$ cat config.mk
export PLATFORM = sky130hd
export DESIGN_NAME = hadamard_sum_accumulator
export DESIGN_NICKNAME = d
export VERILOG_FILES = /design/src/rtl/hadamard_sum_accumulator.sv
export SDC_FILE = /design/constraint.sdc
export NUM_CORES = 1
export LEC_CHECK = 0
export CORE_MARGIN = 3
export CORE_UTILIZATION = 35
export CTS_CLUSTER_DIAMETER = 150
export DETAILED_ROUTE_END_ITERATION = 8
export SYNTH_ARGS = -nofsm -noshare
export SYNTH_HDL_FRONTEND = slang
export SYNTH_SLANG_ARGS = --single-unit
$ cat constraint.sdc
create_clock -name clk -period 8.06 [get_ports clk]
set_clock_uncertainty 0.15 [all_clocks]
set_input_delay 0.806 -clock clk [delete_from_list [all_inputs] [get_ports clk]]
set_output_delay 0.806 -clock clk [all_outputs]
set_load 0.01 [all_outputs]
$ cat src/rtl/hadamard_sum_accumulator.sv
// Purpose: sums the SIZE=9 products of each beat in a 4-stage adder tree and accumulates beats into one sum per window.
// Latency: a last beat accepted at cycle t gives out_valid at t+5; throughput is 1 beat/cycle.
// Backpressure: when out_valid && !out_ready, every stage freezes and in_ready drops (one global enable, no skid buffer).
//
// Ports:
//   clk, rst_n                  clock (rising edge), asynchronous active-low reset
//   in_valid/in_ready/in_last   product beat handshake; in_last marks the final channel of a window
//   prods[SIZE]                 element-wise products from hadamard_product_unit
//   out_valid/out_ready         result handshake
//   out_sum, out_beats          window sum (wraps modulo 2^WIDTH) and beat count (saturating)
// Optional build macro: HADAMARD_SUM_RELU_EN clamps a negative final window sum to zero.
module hadamard_sum_accumulator #(
    parameter int WIDTH = 32,
    parameter int SIZE  = 9,
    parameter int CNT_W = 8
) (
    input  logic                        clk,
    input  logic                        rst_n,
    input  logic                        in_valid,
    output logic                        in_ready,
    input  logic                        in_last,
    input  logic [SIZE-1:0][WIDTH-1:0]  prods,
    output logic                        out_valid,
    input  logic                        out_ready,
    output logic [WIDTH-1:0]            out_sum,
    output logic [CNT_W-1:0]            out_beats
);

    // Control tag carried alongside the data through every tree stage.
    typedef struct packed {
        logic vld;
        logic last;
    } tag_t;

    logic                en;
    tag_t                s1_tag, s2_tag, s3_tag, s4_tag;
    logic [4:0][WIDTH-1:0] s1_dat;
    logic [2:0][WIDTH-1:0] s2_dat;
    logic [1:0][WIDTH-1:0] s3_dat;
    logic [WIDTH-1:0]    s4_dat;

    logic [WIDTH-1:0]    acc;
    logic [CNT_W-1:0]    cnt;
    logic [WIDTH-1:0]    sum_total;
    logic [WIDTH-1:0]    result;
    logic [CNT_W-1:0]    cnt_inc;

    // The only place a stall can originate is a held output, so one enable covers the whole pipe.
    assign en       = !out_valid || out_ready;
    assign in_ready = en;

    // Adder tree: 9 -> 5 -> 3 -> 2 -> 1, one register per level.
    always_ff @(posedge clk or negedge rst_n) begin
        if (!rst_n) begin
            s1_tag <= '0;
            s2_tag <= '0;
            s3_tag <= '0;
            s4_tag <= '0;
            s1_dat <= '0;
            s2_dat <= '0;
            s3_dat <= '0;
            s4_dat <= '0;
        end else if (en) begin
            // last is gated with valid so a bubble can never close a window.
            s1_tag    <= '{vld: in_valid, last: in_valid && in_last};
            s1_dat[0] <= prods[0] + prods[1];
            s1_dat[1] <= prods[2] + prods[3];
            s1_dat[2] <= prods[4] + prods[5];
            s1_dat[3] <= prods[6] + prods[7];
            s1_dat[4] <= prods[8];

            s2_tag    <= s1_tag;
            s2_dat[0] <= s1_dat[0] + s1_dat[1];
            s2_dat[1] <= s1_dat[2] + s1_dat[3];
            s2_dat[2] <= s1_dat[4];

            s3_tag    <= s2_tag;
            s3_dat[0] <= s2_dat[0] + s2_dat[1];
            s3_dat[1] <= s2_dat[2];

            s4_tag    <= s3_tag;
            s4_dat    <= s3_dat[0] + s3_dat[1];
        end
    end

    // Accumulator input and saturating beat count.
    always_comb begin
        sum_total = acc + s4_dat;
        cnt_inc   = (cnt == {CNT_W{1'b1}}) ? cnt : cnt + CNT_W'(1);
`ifdef HADAMARD_SUM_RELU_EN
        // Clamp only the emitted value; the running accumulator stays signed.
        result    = sum_total[WIDTH-1] ? '0 : sum_total;
`else
        result    = sum_total;
`endif
    end

    // Accumulate stage and output register. A new result loaded in the same cycle
    // as the old one retires keeps out_valid high, so back-to-back windows see no bubble.
    always_ff @(posedge clk or negedge rst_n) begin
        if (!rst_n) begin
            acc       <= '0;
            cnt       <= '0;
            out_valid <= 1'b0;
            out_sum   <= '0;
            out_beats <= '0;
        end else if (en) begin
            out_valid <= s4_tag.vld && s4_tag.last;
            if (s4_tag.vld && s4_tag.last) begin
                out_sum   <= result;
                out_beats <= cnt_inc;
                acc       <= '0;
                cnt       <= '0;
            end else if (s4_tag.vld) begin
                acc <= sum_total;
                cnt <= cnt_inc;
            end
        end
    end

endmodule

## Word-level counts from Yosys, hierarchy flattened

Index checks and enable logic that the tools add are counted.
W data, S select, Z words.

- Bits in latches: 0
- Input bits: 293
- Memories kept: 0
- Bits in read-only memories: 0
- RAM bits: 0
- Word-level logic and storage cells: 47
- Output and inout port bits: 42
- Flip-flop bits (word level): 441

- Bitwise operators: 0
- Reduce and logical (&&, ||, !) cells: 7
- Divide/modulo/power cells: 0
- Shift-type cells: 0
- Magnitude comparators: 0
- Equal/unequal tests: 1
- Multipliers: 0
- Mux-type cells: 5
- Add/sub/neg operators: 10

Operators by type and width:

| kind | number |
|---|---|
| $add A32 B32 Y32 | 9 |
| $mux W32 | 2 |
| $mux W8 | 3 |
| $add A8 B1 Y8 const B | 1 |
| $eq A8 B8 Y1 const B | 1 |
| $reduce_and A2 Y1 | 2 |
| $logic_and A1 B1 Y1 | 2 |
| $reduce_bool A2 Y1 | 1 |
| $logic_not A1 Y1 | 1 |
| $logic_or A1 B1 Y1 | 1 |

## Depth between registers and ports, before layout

- Depth in word-level cells: 4
- Depth in mapped cells: 12
- Depth with buffers taken out: 12

## Least setup slack after synthesis

OpenSTA, ideal clock, no wires.

- Path kind: input -> register
- Start point: input port prods[198] in the netlist's numbering
- End point: register s1_dat[117] in the netlist's numbering
- Setup time: 142 ps
- Required time: 7,768 ps
- Cell stages on the path: 10
- Buffers on the path: 0
- Path slack: 4,556 ps
- Arrival: 3,212 ps
- Cells stage by stage: ha_1 -> a2111oi_0 -> o21ai_0 -> a31o_2 -> o211a_1 -> a41o_1 -> a41o_1 -> a311o_1 -> nand2_1 -> a21oi_1

- Word-level cells in the longest chain between the ends: 1

Ends and longest elaborated chain:

| what | line | text |
|---|---|---|
| start, declared | 22 | `input logic [SIZE-1:0][WIDTH-1:0] prods,` |
| $add A32 B32 Y32 | 69 | `s1_dat[3] <= prods[6] + prods[7];` |
| end, declared | 37 | `logic [4:0][WIDTH-1:0] s1_dat;` |

No other way between the ends.
A chain may end at the register's enable or synchronous reset.

## Final worst setup path

- Start point: input port prods[128] in the netlist's numbering
- End point: register s1_dat[88] in the netlist's numbering

- Word-level cells in the longest chain between the ends: 1

Ends and longest elaborated chain:

| what | line | text |
|---|---|---|
| $add A32 B32 Y32 | 68 | `s1_dat[2] <= prods[4] + prods[5];` |

No other way between the ends.

==> impl_metrics.toml <==
[outcome]
status = "completed"

[global_routing]
grtUsageTotal_pct = 17.6
grt_max_degree = 213
antenna_found_initial = 0
first_global_vias = 23800
grt_pass1_wl_mm = 125
grt_overflow = 0

[floorplan]
io-pin-count = 335
initial_utilization_pct = 35.5
fp.dieArea_sq_um = 87000
num_rows = 105
core_area_sq_um = 82400
die_w_um = 295
die_y_um = 295

[yosys]
syn_area_sq_um = 29200
synth_cell_types = 79
synth_top_area_share_pct = 37.7
synthTopCellsByCount = "641 x nand2_1, 441 x dfrtp_1, 334 x a21oi_1"
synth_edf_count = 0
netlist_top_cells_area = "dfrtp_1 38%, ha_1 12%, nand2_1 8.2%, a21oi_1 5.7%, o21ai_0 4.1%"
yosysTopAreaCell = "dfrtp_1"
syn_nets = 3940
yosysSeqAreaShare_pct = 37.7
syn-instance-count = 3358
synth_ff_type = "dfrtp_1"
synth_most_common_cell = "nand2_1"
synthArstFlopShare_pct = 100
yosys_warnings = 0
ys_ff_latch = 441
syn_area_per_cell_sq_um = 8.71

[cells_and_area]
n_fill_cell = 8261
antenna_cells_inserted = 0
synthToLayoutAreaGrowth_pct = 21.4
nNetsFinal = 4226
drive_above_1_share_pct = 4.43

[detailed_routing]
drt-pass1-iter-count = 5
viasPerCell = 5.16
via_count = 24500
drt-wirelength-per-cell_um = 16.4
wirelength_mm = 77.9
first_iter_violations = 1207
ant_nets = 0
drc = 0

[setup_path]
crit_path_start_kind = "input pin"
crit_cells = 13
ff2ff_setup_slack_ns = 4.36
cp_cell_sequence = "clkdlybuf4s50_1 -> ha_1 -> fa_1 -> a21o_1 -> a21oi_1 -> nand2b_4 -> a31oi_4 -> o41ai_2 -> o21ai_0 -> a21oi_1 -> o21bai_1 -> xnor2_1 -> o21ai_0"
slowest_delay_ns = 0.63
worst-path-buf-inv = 1
cp_data_required_time_ns = 8.33
worst-setup-path-type = "in -> reg"
cp_data_arrival_time_ns = 4.17
cp_top_family = "compound AO/OA/AOI/OAI gates"
path_max_fanout = 6
endpoint = "s1_dat[88]"
crit_slowest_cell = "o41ai_2"
reg2reg_depth = 12
r2r_start = "s3_dat[0]"
end_kind = "flip-flop"
r2r_end = "s4_dat[24]"
setup.worst_path.start = "prods[128]"

[job]
maxCapViolations = 0

[power]
p_seq_share_pct = 27.2
peakVddDrop_mv = 0.193
power.total_mw = 15.1
comb_power_share_pct = 56.0
cellInternalPower_mw = 8.62
switching_share_pct = 43.1
power.density_nw_per_um2 = 427
pwr-share-clk_pct = 16.8
p_leak_nw = 16.0
p_sw_mw = 6.53

[clock_tree]
cts_resized = 0
path_clk_slew_ns = 0.06
clock-sinks = 441
clock_latency_ns = 0.59
cts_setup_buffers = 0
cts_buffers = 51
clockBufferDepth = 3
clockRootBuffer = "clkbuf_16"
cts_tree = "yes"
cts-htree-levels = 2
postCtsHoldBufs = 0

[placed_design]
hpwl_mm = 60.1
place.gp.congestion = 0.871
portBuffers = 334

[sta]
fmax_mhz = 256
relSlewSlack_pct = 29.0
rsz0062_at_grt = "no"
slew_violations = 0
finalCritPeriodShare_pct = 48.4
timing.final.crit_period_ns = 3.90
finalSetupViolCount = 0
worst_slew_pin_slew_ns = 1.07
setup_tns_ns = 0
timing_hold_violations_final = 0

[worst_hold_path]
hold_class = "in -> async"
[metal layers]
| layer | vias to the layer above | part of all wire, % | GRT usage, % |
|---|---|---|---|
| met3 | 87 | 3.4 | 2.10 |
| met4 | 0 | 2.3 | 4.41 |
| met1 | 11500 | 46 | 23.3 |
| met5 | - | 0 | 0 |
| li1 | 12500 | - | - |
| met2 | 386 | 49 | 30.5 |
[registers in the layout, indices dropped and copies added, names as in the netlist, 8 cells and up]
| register | count |
|---|---|
| s1_dat | 160 |
| s2_dat | 96 |
| s3_dat | 64 |
| acc | 32 |
| out_sum | 32 |
| s4_dat | 32 |
| cnt | 8 |
| out_beats | 8 |
[cell usage in the layout (no fill, tap or decap), types with 8 or more instances in the layout]
cell	n
clkbuf_16	51
mux2_2	29
or2_2	8
and3_1	16
dfrtp_1	441
a211o_1	9
o211ai_1	12
o21ai_0	238
nand3_1	63
a22o_1	28
ha_1	280
nor3_1	38
clkbuf_8	10
o21bai_1	54
inv_1	54
a21boi_0	9
a21o_1	121
or3_1	18
nand2b_1	28
nand4_1	29
o21a_1	43
nor2_1	255
o31ai_1	38
a31oi_1	27
a211oi_1	40
and2_1	14
a21oi_1	334
clkdlybuf4s50_1	333
bufinv_16	11
fa_1	9
buf_4	13
nand2_1	641
nor2b_1	17
xor2_1	111
xnor2_1	129
[worst reg2reg max path, delay by kind of cell (launching register included)]
family / cells / cell delay [ns]
compound gates: 8 / 1.90
fa+ha+maj: 2 / 0.67
xor+xnor: 1 / 0.29
flops: 1 / 0.38
simple gates: 1 / 0.15
[worst min path at each step]
stage	from	slack (ns)	depth (start not counted)	to
after floorplan	s1_dat[128]	0.29	2	s1_dat[128]
after detailed placement	s2_dat[90]	0.31	2	s2_dat[90]
after global placement	s2_tag[1]	0.30	2	s2_tag[1]
final	rst_n	0.05	1	out_beats[2]
after global routing	rst_n	0.08	1	out_beats[5]
after CTS	rst_n	0.06	1	out_beats[3]
[cell type report]
cell class              count  area [sq um]  share of cell area (%)
flip-flops and latches    441         11000                    31.1
clock inverters            22           404                    1.14
repair buffers            349          3490                    9.82
well taps                1070          1340                    3.77
inverters                  55           214                   0.603
clock buffers              68          1440                    4.06
multi-input cells        2746         17600                    49.5
[per-stage QoR]
step / area, sq um / util (%) / hold WS [ns] / cells / worst slack [ns]
6_report: 35500 / 43.1 / 0.0484 / 4751 / 4.16
5_1_grt: 35500 / 43.1 / 0.0759 / 4751 / 3.97
4_1_cts: 35500 / 43.1 / 0.0579 / 4751 / 4.16
3_5_place_dp: 33600 / 40.8 / 0.305 / 4661 / 3.59
3_3_place_gp: 33600 / 40.8 / 0.300 / 4661 / 3.62
2_1_floorplan: 29200 / - / 0.289 / 3358 / 4.56
[cell families (layout without fill, tap and decap cells)]
| logic type | Yosys count | in the layout | synth area share [%] |
|---|---|---|---|
| AOI/OAI and AO/OA | 1029 | 1029 | 22.3 |
| xor gates and xnor gates | 240 | 240 | 7.19 |
| adders and majority gates | 289 | 289 | 12.6 |
| buffers and inverters | 171 | 494 | 2.20 |
| DFF | 441 | 441 | 37.7 |
| muxes | 31 | 31 | 1.19 |
| and+or+nand+nor | 1157 | 1157 | 16.8 |
[power by group through the flow]
stage               clock, mW  combinational (mW)  sequential, mW
global route             2.71                9.59            4.24
floorplan                   0                6.45            3.79
global placement            0                8.39            4.16
CTS                      2.61                8.55            4.14
finish                   2.55                8.48            4.12
detailed placement          0                8.50            4.17
Note: power is estimated with default switching activity, not from simulation.
